===== src/rtl/tiny_riscv_gpio_if.sv =====
// Data-bus port of the tiny_riscv GPIO peripheral.
// The core asserts i_Sel with i_We/i_Addr/i_WData; the peripheral accepts on a rising edge where
// i_Sel=1 and o_Ready=0, and pulses o_Ready for one cycle afterwards (o_RData valid with it).
interface tiny_riscv_gpio_if;
    logic        i_Sel;
    logic        i_We;
    logic [3:0]  i_Addr;
    logic [31:0] i_WData;
    logic [31:0] o_RData;
    logic        o_Ready;

    modport master (
        output i_Sel, i_We, i_Addr, i_WData,
        input  o_RData, o_Ready
    );

    modport slave (
        input  i_Sel, i_We, i_Addr, i_WData,
        output o_RData, o_Ready
    );
endinterface


===== src/rtl/tiny_riscv_gpio.sv =====
// Memory-mapped GPIO: LED output register, synchronised and debounced switch inputs,
// per-switch change flags (W1C) and a level interrupt gated by an enable mask.
module tiny_riscv_gpio #(
    parameter int                   LED_WIDTH       = 4,
    parameter int                   SWITCH_WIDTH    = 4,
    parameter int                   DEBOUNCE_CYCLES = 16,
    parameter logic [LED_WIDTH-1:0] RESET_LED       = '0
) (
    input  logic                    i_Clk,
    input  logic                    i_Rst_N,
    tiny_riscv_gpio_if.slave        bus,
    output logic [LED_WIDTH-1:0]    o_LED,
    input  logic [SWITCH_WIDTH-1:0] i_Switch,
    output logic                    o_Irq
);

    localparam int CNT_W = $clog2(DEBOUNCE_CYCLES + 1);
    localparam logic [CNT_W-1:0] CNT_LAST = CNT_W'(DEBOUNCE_CYCLES - 1);

    localparam logic [1:0] REG_OUT  = 2'd0;
    localparam logic [1:0] REG_IN   = 2'd1;
    localparam logic [1:0] REG_EN   = 2'd2;
    localparam logic [1:0] REG_PEND = 2'd3;

    logic [SWITCH_WIDTH-1:0] sync1;
    logic [SWITCH_WIDTH-1:0] sync2;
    logic [SWITCH_WIDTH-1:0] deb;
    logic [SWITCH_WIDTH-1:0] en;
    logic [SWITCH_WIDTH-1:0] pend;
    logic [SWITCH_WIDTH-1:0] deb_hit;
    logic [SWITCH_WIDTH-1:0] pend_clr;
    logic [CNT_W-1:0]        cnt [SWITCH_WIDTH];

    logic        accept;
    logic        wr_en;
    logic [1:0]  reg_sel;
    logic [31:0] rd_mux;
    logic        unused_bits;

    // Byte-lane address bits and write data above the field widths carry no meaning here.
    assign unused_bits = ^{bus.i_Addr[1:0], bus.i_WData};

    assign accept  = bus.i_Sel & ~bus.o_Ready;
    assign wr_en   = accept & bus.i_We;
    assign reg_sel = bus.i_Addr[3:2];

    always_ff @(posedge i_Clk or negedge i_Rst_N) begin
        if (!i_Rst_N) begin
            sync1 <= '0;
            sync2 <= '0;
        end else begin
            sync1 <= i_Switch;
            sync2 <= sync1;
        end
    end

    // A bit is accepted once sync2 has differed from deb for DEBOUNCE_CYCLES consecutive edges.
    always_comb begin
        deb_hit = '0;
        for (int i = 0; i < SWITCH_WIDTH; i++) begin
            deb_hit[i] = (sync2[i] != deb[i]) && (cnt[i] == CNT_LAST);
        end
    end

    always_ff @(posedge i_Clk or negedge i_Rst_N) begin
        if (!i_Rst_N) begin
            deb <= '0;
            for (int i = 0; i < SWITCH_WIDTH; i++) begin
                cnt[i] <= '0;
            end
        end else begin
            for (int i = 0; i < SWITCH_WIDTH; i++) begin
                if (sync2[i] == deb[i]) begin
                    cnt[i] <= '0;
                end else if (deb_hit[i]) begin
                    deb[i] <= sync2[i];
                    cnt[i] <= '0;
                end else begin
                    cnt[i] <= cnt[i] + CNT_W'(1);
                end
            end
        end
    end

    always_comb begin
        pend_clr = '0;
        if (wr_en && reg_sel == REG_PEND) begin
            pend_clr = bus.i_WData[SWITCH_WIDTH-1:0];
        end
    end

    // A fresh acceptance overrides a same-cycle W1C so no change is ever lost.
    always_ff @(posedge i_Clk or negedge i_Rst_N) begin
        if (!i_Rst_N) begin
            pend <= '0;
        end else begin
            pend <= (pend & ~pend_clr) | deb_hit;
        end
    end

    always_comb begin
        rd_mux = '0;
        case (reg_sel)
            REG_OUT:  rd_mux = 32'(o_LED);
            REG_IN:   rd_mux = 32'(deb);
            REG_EN:   rd_mux = 32'(en);
            REG_PEND: rd_mux = 32'(pend);
            default:  rd_mux = '0;
        endcase
    end

    always_ff @(posedge i_Clk or negedge i_Rst_N) begin
        if (!i_Rst_N) begin
            o_LED       <= RESET_LED;
            en          <= '0;
            bus.o_Ready <= 1'b0;
            bus.o_RData <= '0;
        end else begin
            bus.o_Ready <= accept;
            if (wr_en) begin
                case (reg_sel)
                    REG_OUT: o_LED <= bus.i_WData[LED_WIDTH-1:0];
                    REG_EN:  en    <= bus.i_WData[SWITCH_WIDTH-1:0];
                    default: ;
                endcase
            end
            if (accept && !bus.i_We) begin
                bus.o_RData <= rd_mux;
            end
        end
    end

    assign o_Irq = |(pend & en);

endmodule


===== src/flat_wrapper.sv =====
// flat-port wrapper written by rule: the top's interface ports become plain ports
module tiny_riscv_gpio_flat 
#(
    parameter int                   LED_WIDTH       = 4,
    parameter int                   SWITCH_WIDTH    = 4,
    parameter int                   DEBOUNCE_CYCLES = 16,
    parameter logic [LED_WIDTH-1:0] RESET_LED       = '0
)
  (i_Clk, i_Rst_N, o_LED, i_Switch, o_Irq, bus_i_Sel, bus_i_We, bus_i_Addr, bus_i_WData, bus_o_RData, bus_o_Ready);
  tiny_riscv_gpio_if bus_i ();
  input  logic i_Clk;
  input  logic i_Rst_N;
  output logic [LED_WIDTH-1:0] o_LED;
  input  logic [SWITCH_WIDTH-1:0] i_Switch;
  output logic o_Irq;
  input wire logic [$bits(bus_i.i_Sel)-1:0] bus_i_Sel;
  input wire logic [$bits(bus_i.i_We)-1:0] bus_i_We;
  input wire logic [$bits(bus_i.i_Addr)-1:0] bus_i_Addr;
  input wire logic [$bits(bus_i.i_WData)-1:0] bus_i_WData;
  output wire logic [$bits(bus_i.o_RData)-1:0] bus_o_RData;
  output wire logic [$bits(bus_i.o_Ready)-1:0] bus_o_Ready;
  assign bus_i.i_Sel = bus_i_Sel;
  assign bus_i.i_We = bus_i_We;
  assign bus_i.i_Addr = bus_i_Addr;
  assign bus_i.i_WData = bus_i_WData;
  assign bus_o_RData = bus_i.o_RData;
  assign bus_o_Ready = bus_i.o_Ready;
  tiny_riscv_gpio #(.LED_WIDTH(LED_WIDTH), .SWITCH_WIDTH(SWITCH_WIDTH), .DEBOUNCE_CYCLES(DEBOUNCE_CYCLES), .RESET_LED(RESET_LED)) u_core (.i_Clk(i_Clk), .i_Rst_N(i_Rst_N), .bus(bus_i), .o_LED(o_LED), .i_Switch(i_Switch), .o_Irq(o_Irq));
endmodule

===== config.mk =====
export PLATFORM = sky130hd
export DESIGN_NAME = tiny_riscv_gpio_flat
export DESIGN_NICKNAME = d
export VERILOG_FILES = /design/src/rtl/tiny_riscv_gpio_if.sv /design/src/rtl/tiny_riscv_gpio.sv /design/src/flat_wrapper.sv
export SDC_FILE = /design/constraint.sdc
export NUM_CORES = 1
export LEC_CHECK = 0
export CORE_MARGIN = 10
export CORE_UTILIZATION = 44
export CTS_CLUSTER_DIAMETER = 100
export CTS_CLUSTER_SIZE = 14
export DETAILED_ROUTE_END_ITERATION = 16
export PLACE_DENSITY = 0.8
export SLEW_MARGIN = 10
export SYNTH_ARGS = -nofsm -noshare
export SYNTH_HDL_FRONTEND = slang
export SYNTH_SLANG_ARGS = --single-unit

===== constraint.sdc =====
create_clock -name i_Clk -period 1.8 [get_ports i_Clk]
set_clock_uncertainty 0.15 [all_clocks]
set_input_delay 0.36 -clock i_Clk [delete_from_list [all_inputs] [get_ports i_Clk]]
set_output_delay 0.36 -clock i_Clk [all_outputs]
set_load 0.02 [all_outputs]

## Word-level counts from Yosys, hierarchy flattened

Cells that the tools add are included.

| cells by class | value |
|---|---|
| add/sub/neg operators | 4 |
| muxes and demuxes | 10 |
| equality and inequality tests | 15 |
| reductions and logical operators | 15 |
| bitwise operators | 11 |

Operators with widths:

| operator | count |
|---|---|
| 32-bit one-hot mux with 4 select lines | 1 |
| 5-bit two-way mux | 8 |
| 5-bit by 1-bit adder with 5-bit output (second input constant) | 4 |
| 5-bit by 4-bit equality test with 1-bit output (second input constant) | 4 |
| 2-bit AND reduction | 6 |
| 4-bit bitwise AND | 2 |
| 1-bit logical AND | 6 |
| 1-bit NOT | 5 |
| 1-bit equality test | 4 |
| 2-bit equality test (second input constant) | 2 |
| 4-bit two-way mux | 1 |
| 1-bit != test | 4 |
| 4-bit NOT | 1 |
| 4-bit bitwise OR | 1 |
| 4-bit OR reduction | 1 |
| 1-bit bitwise AND | 2 |
| 2-bit by 1-bit equality test with 1-bit output (second input constant) | 1 |
| 2-bit logical NOT | 1 |
| 1-bit logical NOT | 1 |

| word-level totals | value |
|---|---|
| bits of input ports | 44 |
| logic and storage cells | 70 |
| register bits after elaboration | 77 |

## Longest topological paths before layout

| logic depth | value |
|---|---|
| word-level depth | 8 |
| mapped depth | 4 |

## Least setup slack after synthesis

Ideal clock, no wire load.

| timing | value |
|---|---|
| path kind | reg2reg |
| start | register u_core.bus.o_Ready |
| end | register u_core.o_LED[0] |
| slack | 221 ps |
| stages on the path, launching flop included | 4 |
| buffers on the path | 0 |
| data arrival time | 1304 ps |
| setup time | 125 ps |
| required time | 1525 ps |
| cell sequence | dfrtp_1 > nand2b_4 > nor4b_4 > mux2_2 |

| between the ends | value |
|---|---|
| cells in the longest elaborated chain, start to end | 4 |

RTL lines:

| item | line | RTL |
|---|---|---|
| start, declared | tiny_riscv_gpio_if.sv:19 | `output o_RData, o_Ready` |
| start signal, assigned | tiny_riscv_gpio.sv:119 | `bus.o_Ready <= accept;` |
| 1-bit NOT | tiny_riscv_gpio.sv:43 | `assign accept = bus.i_Sel & ~bus.o_Ready;` |
| 1-bit bitwise AND | tiny_riscv_gpio.sv:43 |  |
| 1-bit bitwise AND | tiny_riscv_gpio.sv:44 | `assign wr_en = accept & bus.i_We;` |
| 2-bit AND reduction (no line) | - |  |
| end signal, assigned | tiny_riscv_gpio.sv:122 | `REG_OUT: o_LED <= bus.i_WData[LED_WIDTH-1:0];` |
| end, declared | tiny_riscv_gpio.sv:12 | `output logic [LED_WIDTH-1:0] o_LED,` |

Every way passes these cells.
A chain may end at the register's enable or synchronous reset.

## Worst setup path after layout

| timing | value |
|---|---|
| start | input port bus_i_Addr[3] |
| end | register u_core.bus.o_RData[3] |

| between the ends | value |
|---|---|
| cells in the longest elaborated chain, start to end | 2 |
| elaborated cells on any way between the ends | 5 |

RTL lines:

| item | line | RTL |
|---|---|---|
| start, declared | flat_wrapper.sv:18 | `input wire logic [$bits(bus_i.i_Addr)-1:0] bus_i_Addr;` |
| 2-bit equality test (tied with other cells) | tiny_riscv_gpio.sv:103 | `case (reg_sel)` |
| 32-bit one-hot mux with 4 select lines * | tiny_riscv_gpio.sv:103 |  |
| end signal, assigned | tiny_riscv_gpio.sv:128 | `bus.o_RData <= rd_mux;` |
| end, declared | tiny_riscv_gpio_if.sv:19 |  |

Mark *: on every way between the ends. The rest lies on a longest branch, timed or not. The select of a mux whose other input is x is not followed.

==> impl_metrics.yaml <==
drt:
  routedWlPerCell_um: 13.97
  wl_mm: 3.843
  firstDrtPassIters: 4
  viasPerCell: 4.695
  drtAntennaViolNets: 0
  vias: 1291
  drc: 0
  drt_iter0_drc: 54
cells_and_area:
  final_nets: 255
  areaGrowthSynthToFinish_pct: 17.00
  diodes: 0
  drive_gt1_share_pct: 18.75
  final_cell_area_mm2: 0.002592
pwr:
  power_leakage_nw: 1.312
  p_sw_w: 0.0006742
  p_sw_share_pct: 26.21
  power.share.clock_pct: 31.1
  seqPwrFrac_pct: 49.8
  internal_power_w: 0.001898
  power_density_mw_per_mm2: 992.1
  peakVddDrop_mv: 0.3802
  pwr-share-comb_pct: 19.1
grt:
  grt_pass1_wl_mm: 6.541
  grt_pass1_vias: 1392
  grt_usage_pct: 9.503
  antenna_found_initial: 0
  grt-ovfl-total: 0
  grt_max_degree: 33
sta:
  finalHoldViolCount: 0
  rsz0062_at_grt: "no"
  finalWorstSetupSlack_ns: 0.08156
  fin_crit_sh_pct: 95.47
  fmax_mhz: 581.9
  finalMaxSlewViolations: 0
  period_needed_ns: 1.718
  setup-violations-final: 0
worst_setup_path:
  crit_fanout: 6
  required_ns: 1.84
  critPathCaptureType: "flop"
  worstSetupStartpointType: "primary input"
  critPathKind: "primary input to flop"
  arrival_ns: 1.76
die:
  std_cell_rows: 25
  initial_utilization_pct: 46.00
  ioPinCount: 82
  die_h_um: 90.97
  die_width_um: 90.97
  core_mm2: 0.004817
  die_area_mm2: 0.008275
placement:
  hpwl_mm: 2.954
  gp_congestion: 0.7296
  place_area_mm2: 0.002459
  io_buffers: 23
  place_ws_ns: -0.2419
synth:
  yosysWarningCount: 0
  ys_types: 22
  syn_inst: 172
  synth.avg_cell_area_um2: 12.88
  ys_seq_area_share_pct: 55.34
  ys_ff_latch: 49
  synth_area_mm2: 0.002216
hold_path:
  hold_path.class: "flop to flop"
clock_tree:
  clk_pin_slew_ns: 0.09
  worstSkewPairLatency_ns: 0.30
  post_cts.repair.setup_buffers: 0
  cts_htree_levels: 2
  clock-sinks: 49
  numCtsBuffers: 5
  max-clock-path-buffers: 2
  cts_tree: "built"
  ctsRootBufferMaster: "clkbuf_8"
run_status:
  outcome: "finished, final reports clean"
flow_run:
  drv_cap: 0
[power by group through the flow]
| stage | combinational [W] | sequential, W | clock, W |
|---|---|---|---|
| after global placement | 0.000507 | 0.00130 | 0 |
| after detailed placement | 0.000519 | 0.00131 | 0 |
| after global routing | 0.000531 | 0.00130 | 0.000864 |
| final | 0.000491 | 0.00128 | 0.000799 |
| after CTS | 0.000504 | 0.00128 | 0.000829 |
| after floorplan | 0.000277 | 0.00136 | 0 |
[cells in the final DEF, fill, tap and decap left out, types with 4 or more instances in the layout]
cell type        instances
a221o_1                  4
and2_1                   5
and3_1                   4
buf_4                    6
clkbuf_8                 6
clkdlybuf4s50_1         12
conb_1                  28
dfrtp_1                 49
dlygate4sd2_1            4
dlymetal6s2s_1           5
ha_1                     4
inv_1                    4
mux2_2                  16
mux4_2                   4
nand3_1                  8
nor2_1                  16
nor2b_1                  4
o21ai_0                  4
xor2_1                  12
[worst max-delay path: stages]
cell and delay (ns):
clkdlybuf4s50_1 0.45, buf_4 0.16, mux4_2 0.51, mux2_2 0.27
[cells in the mapped netlist]
cell type  number  area [um^2]
ha_1            4        50.05
mux4_2          4        90.09
buf_6           2        22.52
dfrtp_1        49         1226
a22oi_1         2        15.01
nand2b_4        1        13.76
and2_1          5        31.28
mux2_2         16        180.2
buf_4          28        210.2
conb_1          1        3.750
nor4b_4         1        23.77
nand3_1         8        40.04
a221o_1         4        40.04
and3_1          4        25.02
nor2_1         16        60.06
xor2_1         12        105.1
nand2_1         1        3.750
inv_1           4        15.01
o21ai_0         4        20.02
nand4b_1        1        8.760
nor2b_1         4        25.02
nand4_1         1        6.260
[per-stage QoR]
step	power [W]	setup TNS (ns)	util, %	hold slack, ns	cells
after detailed placement	0.001826	-3.134	51.04	0.1668	266
final	0.002572	0	53.82	0.1997	275
after global routing	0.002699	0	53.82	0.2106	275
after floorplan	0.001638	0	-	-0.08559	199
after global placement	0.001808	-2.954	51.04	0.1627	266
after CTS	0.002617	0	53.58	0.2057	275
[sequential cells by signal (all words and copies together) (netlist names)]
register,cells
u_core.bus.o_Ready,1
u_core.bus.o_RData,4
u_core.o_LED,4
u_core.cnt,20
u_core.sync2,4
u_core.en,4
u_core.sync1,4
u_core.pend,4
u_core.deb,4
[layer usage]
layer  GRT usage, %  up-vias  wire length (um)  part of all wire [%]
met1          10.67      646              1634                    43
met3          4.938        9               306                   8.0
met5              0        -                 0                     0
li1               -      600                 -                     -
met2          15.10       36              1834                    48
met4          3.525        0                69                   1.8
[cells by family (layout without fill, tap and decap cells)]
family / Yosys count / count (layout) / share of synthesized area [%]
multiplexers: 20 / 20 / 12.20
adder cells (fa/ha/maj): 4 / 4 / 2.259
AO/OA/AOI/OAI: 10 / 10 / 3.388
buffers and inverters: 34 / 43 / 11.18
XOR/XNOR: 12 / 12 / 4.743
flip-flops: 49 / 49 / 55.34
other: 1 / 28 / 0.1692
AND/OR/NAND/NOR: 42 / 42 / 10.73
[area by class of cell]
class,count,area [um^2]
Timing Repair Buffer,31,302.8
Tap cell,67,83.83
Sequential cell,49,1226
Multi-Input combinational cell,116,848.3
Inverter,4,15.01
Clock inverter,1,30.03
Clock buffer,7,86.33
Fill cell,435,2225
[repair_timing]
action,4_1_cts,5_1_grt
hold endpoints to repair,17,0
hold buffers,1,0
setup endpoints to repair,5,6
gates resized for setup,7,7
[final timing paths]
kind / startpoint / slack (ns) / cells past startpoint / end
worst min register to register: u_core.sync1[2]$_DFF_PN0_ / 0.20 / 0 / u_core.sync2[2]$_DFF_PN0_
worst max register to register: u_core.bus.o_Ready$_DFF_PN0_ / 0.21 / 4 / u_core.pend[3]$_DFF_PN0_
min in group asynchronous: i_Rst_N / 0.38 / 2 / u_core.deb[2]$_DFFE_PN0P_
worst max-delay path: bus_i_Addr[3] / 0.08 / 4 / u_core.bus.o_RData[3]$_DFFE_PN0P_
max in group asynchronous: i_Rst_N / 0.61 / 3 / u_core.cnt[0]$_DFF_PN0_
worst min-delay path: u_core.sync1[2]$_DFF_PN0_ / 0.20 / 0 / u_core.sync2[2]$_DFF_PN0_
(Power assumes the default switching activity.)
